[config.mk]
export PLATFORM = sky130hd
export DESIGN_NAME = operand_issue
export DESIGN_NICKNAME = d
export VERILOG_FILES = /design/src/rtl/threepa_pkg.sv /design/src/rtl/operand_issue_scoreboard.sv /design/src/rtl/operand_issue.sv
export SDC_FILE = /design/constraint.sdc
export NUM_CORES = 1
export LEC_CHECK = 0
export CAP_MARGIN = 20
export CORE_MARGIN = 2
export CORE_UTILIZATION = 35
export DETAILED_ROUTE_END_ITERATION = 6
export GPL_ROUTABILITY_DRIVEN = 0
export PLACE_DENSITY = 0.66
export SLEW_MARGIN = 20
export SYNTH_ARGS = -nofsm -noshare
export SYNTH_HDL_FRONTEND = slang
export SYNTH_SLANG_ARGS = --single-unit
export TNS_END_PERCENT = 1
[constraint.sdc]
create_clock -name clk -period 6.27 [get_ports clk]
set_input_delay 0.9405 -clock clk [delete_from_list [all_inputs] [get_ports clk]]
set_output_delay 0.9405 -clock clk [all_outputs]
set_load 0.005 [all_outputs]
[src/rtl/threepa_pkg.sv]
// Shared constants and helpers for the operand issue stage and its register scoreboard.
package threepa_pkg;

    localparam int DATA_W   = 32;
    localparam int ADDR_W   = 5;
    localparam int NUM_REGS = 2 ** ADDR_W;

    // Register 0 is hardwired to zero: never read, never tracked as busy.
    function automatic logic is_zero_reg(input logic [ADDR_W-1:0] addr);
        return addr == '0;
    endfunction

endpackage

[src/rtl/operand_issue_scoreboard.sv]
// Pending-write scoreboard: one busy bit per architectural register plus
// combinational hazard lookups that already account for a same-cycle writeback.
module reg_scoreboard #(
    parameter int ADDR_W = threepa_pkg::ADDR_W
) (
    input  logic                    clk,
    input  logic                    reset,
    input  logic                    i_set,
    input  logic [ADDR_W-1:0]       i_set_addr,
    input  logic                    i_clr,
    input  logic [ADDR_W-1:0]       i_clr_addr,
    input  logic                    i_clr2,
    input  logic [ADDR_W-1:0]       i_clr2_addr,
    input  logic [ADDR_W-1:0]       i_rs1,
    input  logic [ADDR_W-1:0]       i_rs2,
    input  logic [ADDR_W-1:0]       i_rd,
    output logic [2**ADDR_W-1:0]    o_busy,
    output logic                    o_pend_rs1,
    output logic                    o_pend_rs2,
    output logic                    o_pend_rd
);
    import threepa_pkg::*;

    logic [2**ADDR_W-1:0] r_busy;
    logic [2**ADDR_W-1:0] w_busy_next;

    function automatic logic lookup(input logic [ADDR_W-1:0] addr,
                                    input logic [2**ADDR_W-1:0] busy,
                                    input logic clr,
                                    input logic [ADDR_W-1:0] clr_addr);
        return !is_zero_reg(addr) && busy[addr] && !(clr && clr_addr == addr);
    endfunction

    // NOTE: every bit gets the current value first so no path leaves w_busy_next unassigned (no latch).
    always_comb begin
        w_busy_next = r_busy;
        if (i_clr)
            w_busy_next[i_clr_addr] = 1'b0;
        if (i_clr2)
            w_busy_next[i_clr2_addr] = 1'b0;
        // Set is applied last so a same-cycle set and clear of one register leaves it busy.
        if (i_set)
            w_busy_next[i_set_addr] = 1'b1;
        w_busy_next[0] = 1'b0;
    end

    // NOTE: state uses non-blocking assignment; the busy vector is small control state, so it is reset.
    always_ff @(posedge clk or negedge reset) begin
        if (!reset)
            r_busy <= '0;
        else
            r_busy <= w_busy_next;
    end

    assign o_busy     = r_busy;
    assign o_pend_rs1 = lookup(i_rs1, r_busy, i_clr, i_clr_addr);
    assign o_pend_rs2 = lookup(i_rs2, r_busy, i_clr, i_clr_addr);
    assign o_pend_rd  = lookup(i_rd,  r_busy, i_clr, i_clr_addr);

endmodule

[src/rtl/operand_issue.sv]
// Decode-stage operand fetch/issue: resolves operands with writeback bypass,
// stalls on RAW/WAW hazards via the scoreboard, and launches into a registered ID/EX slot.
module operand_issue #(
    parameter int DATA_W = threepa_pkg::DATA_W,
    parameter int ADDR_W = threepa_pkg::ADDR_W,
    parameter int CTRL_W = 8
) (
    input  logic              clk,
    input  logic              reset,
    input  logic              iValid,
    output logic              oReady,
    input  logic [ADDR_W-1:0] iRs1,
    input  logic [ADDR_W-1:0] iRs2,
    input  logic [ADDR_W-1:0] iRd,
    input  logic              iRdWe,
    input  logic [DATA_W-1:0] iImm,
    input  logic [CTRL_W-1:0] iCtrl,
    output logic [ADDR_W-1:0] oRAddr1,
    output logic [ADDR_W-1:0] oRAddr2,
    input  logic [DATA_W-1:0] iRData1,
    input  logic [DATA_W-1:0] iRData2,
    input  logic              iWbValid,
    input  logic [ADDR_W-1:0] iWbAddr,
    input  logic [DATA_W-1:0] iWbData,
    input  logic              iFlush,
    output logic              oValid,
    input  logic              iReady,
    output logic [DATA_W-1:0] oOpA,
    output logic [DATA_W-1:0] oOpB,
    output logic [DATA_W-1:0] oImm,
    output logic [CTRL_W-1:0] oCtrl,
    output logic [ADDR_W-1:0] oRd,
    output logic              oRdWe
);
    import threepa_pkg::*;

    logic                 r_valid;
    logic [DATA_W-1:0]    r_op_a;
    logic [DATA_W-1:0]    r_op_b;
    logic [DATA_W-1:0]    r_imm;
    logic [CTRL_W-1:0]    r_ctrl;
    logic [ADDR_W-1:0]    r_rd;
    logic                 r_rd_we;

    logic [2**ADDR_W-1:0] w_busy;
    logic                 w_pend_rs1;
    logic                 w_pend_rs2;
    logic                 w_pend_rd;
    logic                 w_hazard;
    logic                 w_slot_free;
    logic                 w_issue;
    logic                 w_set;
    logic                 w_flush_clr;
    logic [DATA_W-1:0]    w_op_a;
    logic [DATA_W-1:0]    w_op_b;

    assign oRAddr1 = iRs1;
    assign oRAddr2 = iRs2;

    always_comb begin
        w_op_a = iRData1;
        if (is_zero_reg(iRs1))
            w_op_a = '0;
        else if (iWbValid && iWbAddr == iRs1)
            w_op_a = iWbData;
    end

    always_comb begin
        w_op_b = iRData2;
        if (is_zero_reg(iRs2))
            w_op_b = '0;
        else if (iWbValid && iWbAddr == iRs2)
            w_op_b = iWbData;
    end

    // oReady never looks at iValid, so fetch may wait for it without a combinational loop.
    assign w_hazard    = w_pend_rs1 || w_pend_rs2 || (iRdWe && w_pend_rd);
    assign w_slot_free = !r_valid || iReady;
    assign oReady      = w_slot_free && !w_hazard && !iFlush;
    assign w_issue     = iValid && oReady;
    assign w_set       = w_issue && iRdWe && !is_zero_reg(iRd);
    assign w_flush_clr = iFlush && r_valid && r_rd_we;

    reg_scoreboard #(
        .ADDR_W(ADDR_W)
    ) u_sb (
        .clk        (clk),
        .reset      (reset),
        .i_set      (w_set),
        .i_set_addr (iRd),
        .i_clr      (iWbValid),
        .i_clr_addr (iWbAddr),
        .i_clr2     (w_flush_clr),
        .i_clr2_addr(r_rd),
        .i_rs1      (iRs1),
        .i_rs2      (iRs2),
        .i_rd       (iRd),
        .o_busy     (w_busy),
        .o_pend_rs1 (w_pend_rs1),
        .o_pend_rs2 (w_pend_rs2),
        .o_pend_rd  (w_pend_rd)
    );

    always_ff @(posedge clk or negedge reset) begin
        if (!reset) begin
            r_valid <= 1'b0;
            r_op_a  <= '0;
            r_op_b  <= '0;
            r_imm   <= '0;
            r_ctrl  <= '0;
            r_rd    <= '0;
            r_rd_we <= 1'b0;
        end else if (w_issue) begin
            r_valid <= 1'b1;
            r_op_a  <= w_op_a;
            r_op_b  <= w_op_b;
            r_imm   <= iImm;
            r_ctrl  <= iCtrl;
            r_rd    <= iRd;
            r_rd_we <= iRdWe;
        end else if (iFlush || iReady) begin
            r_valid <= 1'b0;
        end
    end

    assign oValid = r_valid;
    assign oOpA   = r_op_a;
    assign oOpB   = r_op_b;
    assign oImm   = r_imm;
    assign oCtrl  = r_ctrl;
    assign oRd    = r_rd;
    assign oRdWe  = r_rd_we;

endmodule

==> flow_summary.toml <==
[sta]
skew_ps = 15.6
rsz0062_at_grt = "no"
fin_crit_sh_pct = 83.7
setup_viol = 0
drv_slew = 0
max_freq_mhz = 190
min_period_ps = 5250
tns_ps = 0
worst_pin_slew_ps = 1070
timing.slew.headroom_pct = 28.3
hold_viol = 0

[route]
first_iter_violations = 362
drc = 0
dr.pass1.iters = 4
vias = 6450
detail-route-antenna-nets = 0
via_per_inst = 5.49
routedWlPerCell_um = 21.3
wl_mm = 25.1

[cells_and_area]
areaGrowthSynthToFinish_pct = 45.3
layout_commonest_cell = "clkdlybuf4s50_1"
finish.utilization_pct = 52.0
mostFrequentLayoutCells = "283 x clkdlybuf4s50_1, 142 x dfrtp_1, 71 x mux2_2, 47 x mux2i_1, 41 x nor2_1"
n_antenna_cell = 0
layout-drive-gt1-share_pct = 19.3
n_fill_cell = 1949
final_nets = 1045

[run]
cap_violations = 0

[synth]
syn_avg_cell_area_um2 = 12.4
yosysTopAreaCellShare_pct = 45.2
synth_cell_type_count = 49
synth_edf_count = 0
ys_ff_latch = 142
syn_nets = 799
synth_cells = 636
ys_async_sr_fraction_pct = 100
yosysWarnings = 0
synth_area_um2 = 7860
ys_seq_area_share_pct = 45.2
ys_top_cells_by_area = "dfrtp_1 45%, mux2_2 10%, mux2_4 6.1%, mux2i_1 6.0%, a22o_1 3.7%"
synth_top_area_cell = "dfrtp_1"
ys.flop_type = "dfrtp_1"

[cts]
h-tree-depth = 4
postCtsResizedCells = 0
clkLatencyLatePin_ps = 420
clock_sinks = 142
postCtsHoldBufs = 0
cts.reportedPaths.clkPinSlew_ps = 60
cts_tree = "yes"
root_buffer = "clkbuf_16"
post-cts-setup-buffers = 0
cts_buffer_depth = 2
numCtsBuffers = 17

[floorplan]
die_h_um = 154
ioPinCount = 285
die_width_um = 154
initial_core_util_pct = 35.8
coreArea_um2 = 22000
die_area_um2 = 23700
rows = 54

[critical_path]
required_ps = 5330
r2r_slack_ps = 2640
r2r_cells = 7
r2r_start = "u_sb.o_busy[14]"
cp.arrival_ps = 4310
crit_type = "primary input to primary output"
end_kind = "primary output"
cp_max_fo = 14
startpoint_type = "primary input"
r2r_end = "oImm[8]"

[worst_hold_path]
worst_hold_path.num_cells = 1
hold_path_startpoint = "oOpA[22]"
hold-path-endpoint = "oOpA[22]"
hold_path.class = "register to register"

[grt]
antenna_found_initial = 0
grt_overflow = 0
grt_start_max_net_pins = 103
first_global_vias = 6602
grt_usage_pct = 21.3
grt_pass1_wl_mm = 39.1

[power_and_ir_drop]
leakagePower_nw = 4.62
power.density_nw_per_um2 = 300
ir_drop_mv = 0.158

[placement]
place.port_buffers = 284
hpwl_mm = 17.8

[run_status]
status = "finished clean"
-- per-layer routing --
| metal | wire length [µm] | global-route usage, % | vias up | part of all wire (%) |
|---|---|---|---|---|
| met2 | 11700 | 33.5 | 325 | 47 |
| met3 | 2140 | 6.65 | 46 | 8.5 |
| met1 | 10600 | 27.7 | 3162 | 42 |
| li1 | - | - | 2917 | - |
| met4 | 614 | 7.74 | 0 | 2.4 |
| met5 | 0 | 0 | - | 0 |
-- cell families (layout without fill, tap and decap cells) --
group,after synthesis,in the layout,synth area share (%)
DFF,142,142,45.2
AOI/OAI and AO/OA,116,116,12.4
xor gates and xnor gates,15,15,1.67
and+or+nand+nor,115,115,8.12
muxes,178,178,28.0
buffers and inverters,70,329,4.59
-- power breakdown --
part / total (mW) / switching [mW] / internal [mW] / leakage [nW]
Clock: 1.01 / 0.437 / 0.572 / 0.280
Combinational: 1.10 / 0.359 / 0.743 / 2.58
Sequential: 1.31 / 0.159 / 1.15 / 1.75
-- through the flow --
step	cells	power (mW)	instance area, µm²	setup slack, ps	hold WS (ps)
after floorplan	636	1.72	7860	2600	489
after global placement	1143	2.42	10800	1050	473
after detailed placement	1143	2.43	10800	1010	480
after CTS	1175	3.47	11400	1030	494
after global routing	1175	3.60	11400	879	513
final	1175	3.42	11400	1020	488
-- cell usage after synthesis, types with 10 or more instances --
cell type  count
or3b_2        10
o221ai_1      33
mux4_2        12
nand2_1       10
clkbuf_1      31
buf_2         12
xor2_1        12
mux2_4        32
mux2i_1       47
buf_4         10
nand3b_1      14
o31ai_1       32
mux2_2        71
nor2_1        41
mux2_1        16
nand3_1       11
dfrtp_1      142
a22o_1        33
-- area by class of cell --
class	instances	area [µm²]	share of cell area, %
clock inverter	14	150	1.31
clock buffer	18	439	3.85
inverter	4	15.0	0.131
timing repair buffer	293	2940	25.7
sequential	142	3550	31.1
multi-input combinational	424	3970	34.8
tap	280	350	3.07
-- worst max-delay path by stage --
stage           start     end  depth (start not counted)
2_1_floorplan  iRd[0]  oReady                          6
3_3_place_gp   iRd[0]  oReady                          7
3_5_place_dp   iRd[0]  oReady                          7
4_1_cts        iRd[0]  oReady                          7
5_1_grt        iRd[0]  oReady                          7
6_report       iRd[0]  oReady                          7
-- worst max-delay path, cell delays in order --
cell and delay [ps]:
clkdlybuf4s50_1 900, mux4_2 580, nor2b_1 130, or4_1 540, o31ai_2 450, and3_1 230, clkdlybuf4s50_1 530
-- sequential cells by signal, indices dropped and copies added (netlist names) --
signal	cells
oValid	1
oCtrl	8
oRd	5
oRdWe	1
oOpB	32
u_sb.o_busy	31
oImm	32
oOpA	32
No activity file was read; power rests on OpenSTA's default activity.
